<file path="src/rtl/pe_result_serializer.sv">
// Per-PE result FIFOs drained round-robin onto a single valid/ready stream.
// Simultaneous PE results and downstream stalls are lossless up to FIFO_DEPTH
// per PE; dropped results raise a sticky overflow flag with the first dropper.
module pe_result_serializer #(
  parameter  int unsigned NUM_PE     = 8,
  parameter  int unsigned DATA_W     = 32,
  parameter  int unsigned FIFO_DEPTH = 4,
  localparam int unsigned ID_W       = $clog2(NUM_PE)
) (
  input  logic                     clk,
  input  logic                     reset,
  input  logic                     flush,
  input  logic [NUM_PE-1:0]        pe_valid,
  input  logic [NUM_PE*DATA_W-1:0] pe_data,
  input  logic                     out_ready,
  output logic                     out_valid,
  output logic [DATA_W-1:0]        out_data,
  output logic [ID_W-1:0]          out_pe_id,
  output logic                     overflow,
  output logic [ID_W-1:0]          ovf_pe_id,
  output logic                     busy
);

  localparam int unsigned PTR_W = $clog2(FIFO_DEPTH);
  localparam int unsigned CNT_W = $clog2(FIFO_DEPTH + 1);

  logic [DATA_W-1:0] mem_q    [NUM_PE][FIFO_DEPTH];
  logic [PTR_W-1:0]  wr_ptr_q [NUM_PE];
  logic [PTR_W-1:0]  rd_ptr_q [NUM_PE];
  logic [CNT_W-1:0]  cnt_q    [NUM_PE];
  logic [CNT_W-1:0]  cnt_d    [NUM_PE];

  logic [NUM_PE-1:0] nonempty;
  logic [NUM_PE-1:0] push;
  logic [NUM_PE-1:0] pop;
  logic [NUM_PE-1:0] drop;

  logic [ID_W-1:0]   rr_ptr_q, rr_ptr_d;
  logic [ID_W-1:0]   grant;
  logic              grant_vld;
  logic              load;

  logic              out_valid_q, out_valid_d;
  logic [DATA_W-1:0] out_data_q,  out_data_d;
  logic [ID_W-1:0]   out_pe_id_q, out_pe_id_d;
  logic              overflow_q,  overflow_d;
  logic [ID_W-1:0]   ovf_pe_id_q, ovf_pe_id_d;

  // FIFO occupancy flags, taken from pre-edge state (no write-to-read bypass)
  always_comb begin
    for (int unsigned i = 0; i < NUM_PE; i++) begin
      nonempty[i] = (cnt_q[i] != '0);
    end
  end

  // Round-robin search over non-empty FIFOs starting at rr_ptr, wrapping to 0
  always_comb begin
    int unsigned idx;
    logic [ID_W-1:0] idx_id;
    grant     = '0;
    grant_vld = 1'b0;
    for (int unsigned k = 0; k < NUM_PE; k++) begin
      idx    = (32'(rr_ptr_q) + k) % NUM_PE;
      idx_id = ID_W'(idx);
      if (!grant_vld && nonempty[idx_id]) begin
        grant_vld = 1'b1;
        grant     = idx_id;
      end
    end
  end

  // Push/pop/drop decisions, output register and overflow next-state
  always_comb begin
    load        = !out_valid_q || out_ready;
    out_valid_d = out_valid_q;
    out_data_d  = out_data_q;
    out_pe_id_d = out_pe_id_q;
    rr_ptr_d    = rr_ptr_q;
    overflow_d  = overflow_q;
    ovf_pe_id_d = ovf_pe_id_q;

    // A full FIFO still accepts a push when it is popped in the same cycle.
    for (int unsigned i = 0; i < NUM_PE; i++) begin
      pop[i]   = load && grant_vld && (grant == ID_W'(i));
      push[i]  = pe_valid[i] && ((cnt_q[i] != CNT_W'(FIFO_DEPTH)) || pop[i]);
      drop[i]  = pe_valid[i] && (cnt_q[i] == CNT_W'(FIFO_DEPTH)) && !pop[i];
      cnt_d[i] = cnt_q[i] + CNT_W'(push[i]) - CNT_W'(pop[i]);
    end

    if (load) begin
      if (grant_vld) begin
        out_valid_d = 1'b1;
        out_data_d  = mem_q[grant][rd_ptr_q[grant]];
        out_pe_id_d = grant;
        rr_ptr_d    = ID_W'((32'(grant) + 1) % NUM_PE);
      end else begin
        out_valid_d = 1'b0;
      end
    end

    // Descending scan so the lowest dropping index wins on the first drop.
    if (!overflow_q && (drop != '0)) begin
      overflow_d = 1'b1;
      for (int unsigned i = NUM_PE; i > 0; i--) begin
        if (drop[i-1]) begin
          ovf_pe_id_d = ID_W'(i - 1);
        end
      end
    end
  end

  // FIFO storage writes; contents need no reset since counts gate reads
  always_ff @(posedge clk) begin
    if (!reset && !flush) begin
      for (int unsigned i = 0; i < NUM_PE; i++) begin
        if (push[i]) begin
          mem_q[i][wr_ptr_q[i]] <= pe_data[i*DATA_W +: DATA_W];
        end
      end
    end
  end

  // Pointers, counts, arbiter pointer and output/overflow registers
  always_ff @(posedge clk) begin
    if (reset || flush) begin
      for (int unsigned i = 0; i < NUM_PE; i++) begin
        wr_ptr_q[i] <= '0;
        rd_ptr_q[i] <= '0;
        cnt_q[i]    <= '0;
      end
      rr_ptr_q    <= '0;
      out_valid_q <= 1'b0;
      out_data_q  <= '0;
      out_pe_id_q <= '0;
      overflow_q  <= 1'b0;
      ovf_pe_id_q <= '0;
    end else begin
      for (int unsigned i = 0; i < NUM_PE; i++) begin
        if (push[i]) wr_ptr_q[i] <= wr_ptr_q[i] + PTR_W'(1);
        if (pop[i])  rd_ptr_q[i] <= rd_ptr_q[i] + PTR_W'(1);
        cnt_q[i] <= cnt_d[i];
      end
      rr_ptr_q    <= rr_ptr_d;
      out_valid_q <= out_valid_d;
      out_data_q  <= out_data_d;
      out_pe_id_q <= out_pe_id_d;
      overflow_q  <= overflow_d;
      ovf_pe_id_q <= ovf_pe_id_d;
    end
  end

  // busy: any buffered result or a result waiting in the output register
  always_comb begin
    busy = out_valid_q;
    for (int unsigned i = 0; i < NUM_PE; i++) begin
      if (nonempty[i]) busy = 1'b1;
    end
  end

  assign out_valid = out_valid_q;
  assign out_data  = out_data_q;
  assign out_pe_id = out_pe_id_q;
  assign overflow  = overflow_q;
  assign ovf_pe_id = ovf_pe_id_q;

endmodule
</file>
<file path="config.mk">
export PLATFORM = sky130hd
export DESIGN_NAME = pe_result_serializer
export DESIGN_NICKNAME = d
export VERILOG_FILES = /design/src/rtl/pe_result_serializer.sv
export SDC_FILE = /design/constraint.sdc
export NUM_CORES = 1
export LEC_CHECK = 0
export CELL_PAD_IN_SITES_DETAIL_PLACEMENT = 2
export CELL_PAD_IN_SITES_GLOBAL_PLACEMENT = 2
export CORE_ASPECT_RATIO = 1.25
export CORE_UTILIZATION = 32
export CTS_BUF_LIST = sky130_fd_sc_hd__clkbuf_4
export DETAILED_ROUTE_END_ITERATION = 8
export PLACE_DENSITY = 0.62
export SLEW_MARGIN = 20
export SYNTH_ARGS = -nofsm -noshare
export SYNTH_HDL_FRONTEND = slang
export SYNTH_SLANG_ARGS = --single-unit
</file>
<file path="constraint.sdc">
create_clock -name clk -period 13 [get_ports clk]
set_input_delay 2.6 -clock clk [delete_from_list [all_inputs] [get_ports clk]]
set_output_delay 2.6 -clock clk [all_outputs]
set_load 0.02 [all_outputs]
</file>
==> results.toml <==
[cts]
cts_root_buf = "clkbuf_4"
htree_levels = 5
cts_setup_buffers = 0
clk_latency_ns = 1.31
clockBufferDepth = 4
tritoncts = "built"
clock_sinks = 1123
cts_hold_buf = 0
numCtsBuffers = 319
path_clk_slew_ns = 0.06
cts_repair_resize_count = 0

[final_layout]
nets = 4240
syn2layout_area_growth_pct = 19.6
drive_gt1_share_pct = 15.8
fill_cells = 14700

[grt]
grt_pass1_wl_um = 243000
grt.total_usage_pct = 23.0
antenna_found_initial = 23
grt_overflow = 0
grt_start_max_net_pins = 168
grt_pass1_vias = 34600

[setup_path]
cp_common_cell = "buf_4"
max_stage_delay_ns = 0.91
cp_top_family = "buffers and inverters"
setup.worst_path.class = "register to register"
worstPathRequired_ns = 14.12
reg2reg_depth = 18
arrival_ns = 9.08
cp_slowest_cell = "buf_4"
cp_max_fo = 70
crit_buf_inv = 4
rr_endpoint = "out_data[10]"
cp-start-kind = "register"
regToRegStartpoint = "rr_ptr_q[1]"
cp_cell_sequence = "inv_1, ha_1, or2_2, o22ai_1, nor3_1, nand3b_1, or2_0, o21ai_0, and3_4, buf_4, a2111oi_2, nor4_2, buf_4, buf_4, mux2i_1, mux2i_1, o311a_1, a221o_1"
r2r_slack_ns = 5.04
end_kind = "register"

[logic_synthesis]
ys_ff_latch = 1123
ys_types = 66
netlist_area_um2 = 46700
synth-edff-count = 1056
synthTopCellsByArea = "edfxtp_1 68%, nand2_1 5.0%, mux2i_1 3.9%, dfxtp_1 2.9%, nor2_1 2.2%"
ys_seq_area_share_pct = 70.8
avgSynthCellArea_um2 = 13.6
synth_top_area_share_pct = 67.9
synth_area_leader_cell = "edfxtp_1"
async_reset_ff_share_pct = 0
synth_cells = 3430
synth_ff_type = "edfxtp_1"
syn_nets = 3758
ys_warn_count = 0

[drt]
post_drt_wl_per_cell_um = 28.1
finalWirelength_um = 170000
antenna_left = 0
wl_met3_um = 10200
highest_layer = "met5"
drc = 0
wl_met2_um = 84900
drt-initial-drc-count = 2039
met1Wirelength_um = 70600
dr.pass1.iters = 5
vias = 31800
via_per_inst = 5.26

[timing]
fin_skew_ns = 0.125
fmax_mhz = 126
setup_tns_ns = 0
drv_slew = 0
fin_crit_ns = 7.96
maxSlewHeadroom_pct = 24.4
worst_slew_pin_slew_ns = 1.13
rsz0062_at_grt = "no"
fin_crit_sh_pct = 61.2
hold_viol = 0
fin_ws_ns = 5.04
setup_viol = 0

[die]
dieWidth_um = 344
die_y_um = 429
ios = 309
rows = 156
dieArea_um2 = 147000
coreArea_um2 = 145000
initial_core_util_pct = 32.3

[placement]
port_buffers = 308
gp_congestion = 0.819
place_ws_ns = 5.00
hpwl_um = 106000

[worst_hold_path]
hp-start = "ovf_pe_id[0]"
worst_hold_path_type = "register to register"
holdPathEnd = "ovf_pe_id[0]"
hold_depth = 2

[run_status]
status = "finished clean"

[job]
drv_cap = 0
layout by cell type (no fill, tap or decap), drive strengths merged, types with 52 or more instances in the layout:
master,Yosys,final
nand2,616,616
mux2i,181,181
o211ai,68,68
dfxtp,67,67
clkdlybuf4s50,0,308
nand3,181,181
clkinv,0,70
nor2,278,278
edfxtp,1056,1056
a311oi,65,65
inv,67,71
buf,72,75
nor3,69,69
ha,52,52
clkbuf,150,467
and3,103,103
o311a,64,64
registers in the layout (all words and copies together) (netlist names), 3 cells and up:
name / flops
cnt_q: 24
mem_q: 1024
out_data: 32
out_pe_id: 3
ovf_pe_id: 3
rd_ptr_q: 16
rr_ptr_q: 3
wr_ptr_q: 16
worst reg2reg max path, stage by stage (launching register included):
cell and delay, ns:
dfxtp_1 0.67, inv_1 0.29, ha_1 0.59, or2_2 0.40
o22ai_1 0.28, nor3_1 0.18, nand3b_1 0.30, or2_0 0.28
o21ai_0 0.38, and3_4 0.64, buf_4 0.93, a2111oi_2 0.15
nor4_2 0.51, buf_4 0.56, buf_4 0.61, mux2i_1 0.30
mux2i_1 0.10, o311a_1 0.34, a221o_1 0.32
Yosys cell counts (12+ instances only):
| cell | count |
|---|---|
| xnor2_1 | 20 |
| o2111ai_1 | 32 |
| and3_1 | 103 |
| a21oi_1 | 12 |
| o311a_1 | 64 |
| nor2_1 | 277 |
| nor3_1 | 67 |
| and2_1 | 50 |
| a211o_1 | 33 |
| mux2i_1 | 180 |
| a311oi_1 | 65 |
| inv_1 | 66 |
| o211ai_1 | 68 |
| ha_1 | 52 |
| dfxtp_1 | 67 |
| edfxtp_1 | 1056 |
| nand2_1 | 616 |
| mux2_2 | 32 |
| nand3_1 | 180 |
| a221o_1 | 32 |
| buf_2 | 30 |
| buf_1 | 26 |
| clkbuf_1 | 150 |
metrics by stage:
step | hold slack, ns | util, % | std cells | area, um^2
2_1_floorplan | 0.514 | - | 3430 | 46700
3_3_place_gp | 0.474 | 35.9 | 5487 | 51900
3_5_place_dp | 0.476 | 35.9 | 5487 | 51900
4_1_cts | 0.490 | 38.6 | 6031 | 55800
5_1_grt | 0.499 | 38.6 | 6038 | 55800
6_report | 0.477 | 38.6 | 6043 | 55800
logic make-up after synthesis:
family	Yosys count	synth area share, %
and+or+nand+nor	1352	12.7
DFF	1123	70.8
AOI/OAI and AO/OA	358	6.59
buffers and inverters	289	2.60
muxes	220	5.00
adders and majority gates	60	1.74
xor gates and xnor gates	28	0.541
layout make-up:
| cell class | instances | area [um^2] | area share (%) |
|---|---|---|---|
| Sequential cell | 1123 | 33100 | 59.2 |
| Clock buffer | 467 | 3510 | 6.28 |
| Multi-Input combinational cell | 2018 | 12500 | 22.5 |
| Inverter | 67 | 253 | 0.453 |
| Clock inverter | 77 | 380 | 0.681 |
| Timing Repair Buffer | 383 | 3680 | 6.60 |
| Antenna cell | 12 | 30.0 | 0.0538 |
| Tap cell | 1896 | 2370 | 4.25 |
worst max path at each step:
stage,from,endpoint,depth (start not counted)
after CTS,rr_ptr_q[1],out_data[10],18
after detailed placement,rr_ptr_q[1],out_data[10],18
final,rr_ptr_q[1],out_data[10],18
after global placement,rr_ptr_q[1],out_data[13],17
after global routing,rr_ptr_q[1],out_data[10],18
after floorplan,rr_ptr_q[1],mem_q[7][0],23
metal layers:
metal,vias to the layer above,global-route usage (%)
met1,16600,29.2
met2,924,38.9
met3,262,4.97
li1,14000,-
met4,26,6.72
met5,-,0
Power is left out: the tool's default activity adds up to more than one toggle a clock period on the data nets, which glitch-free logic cannot reach.
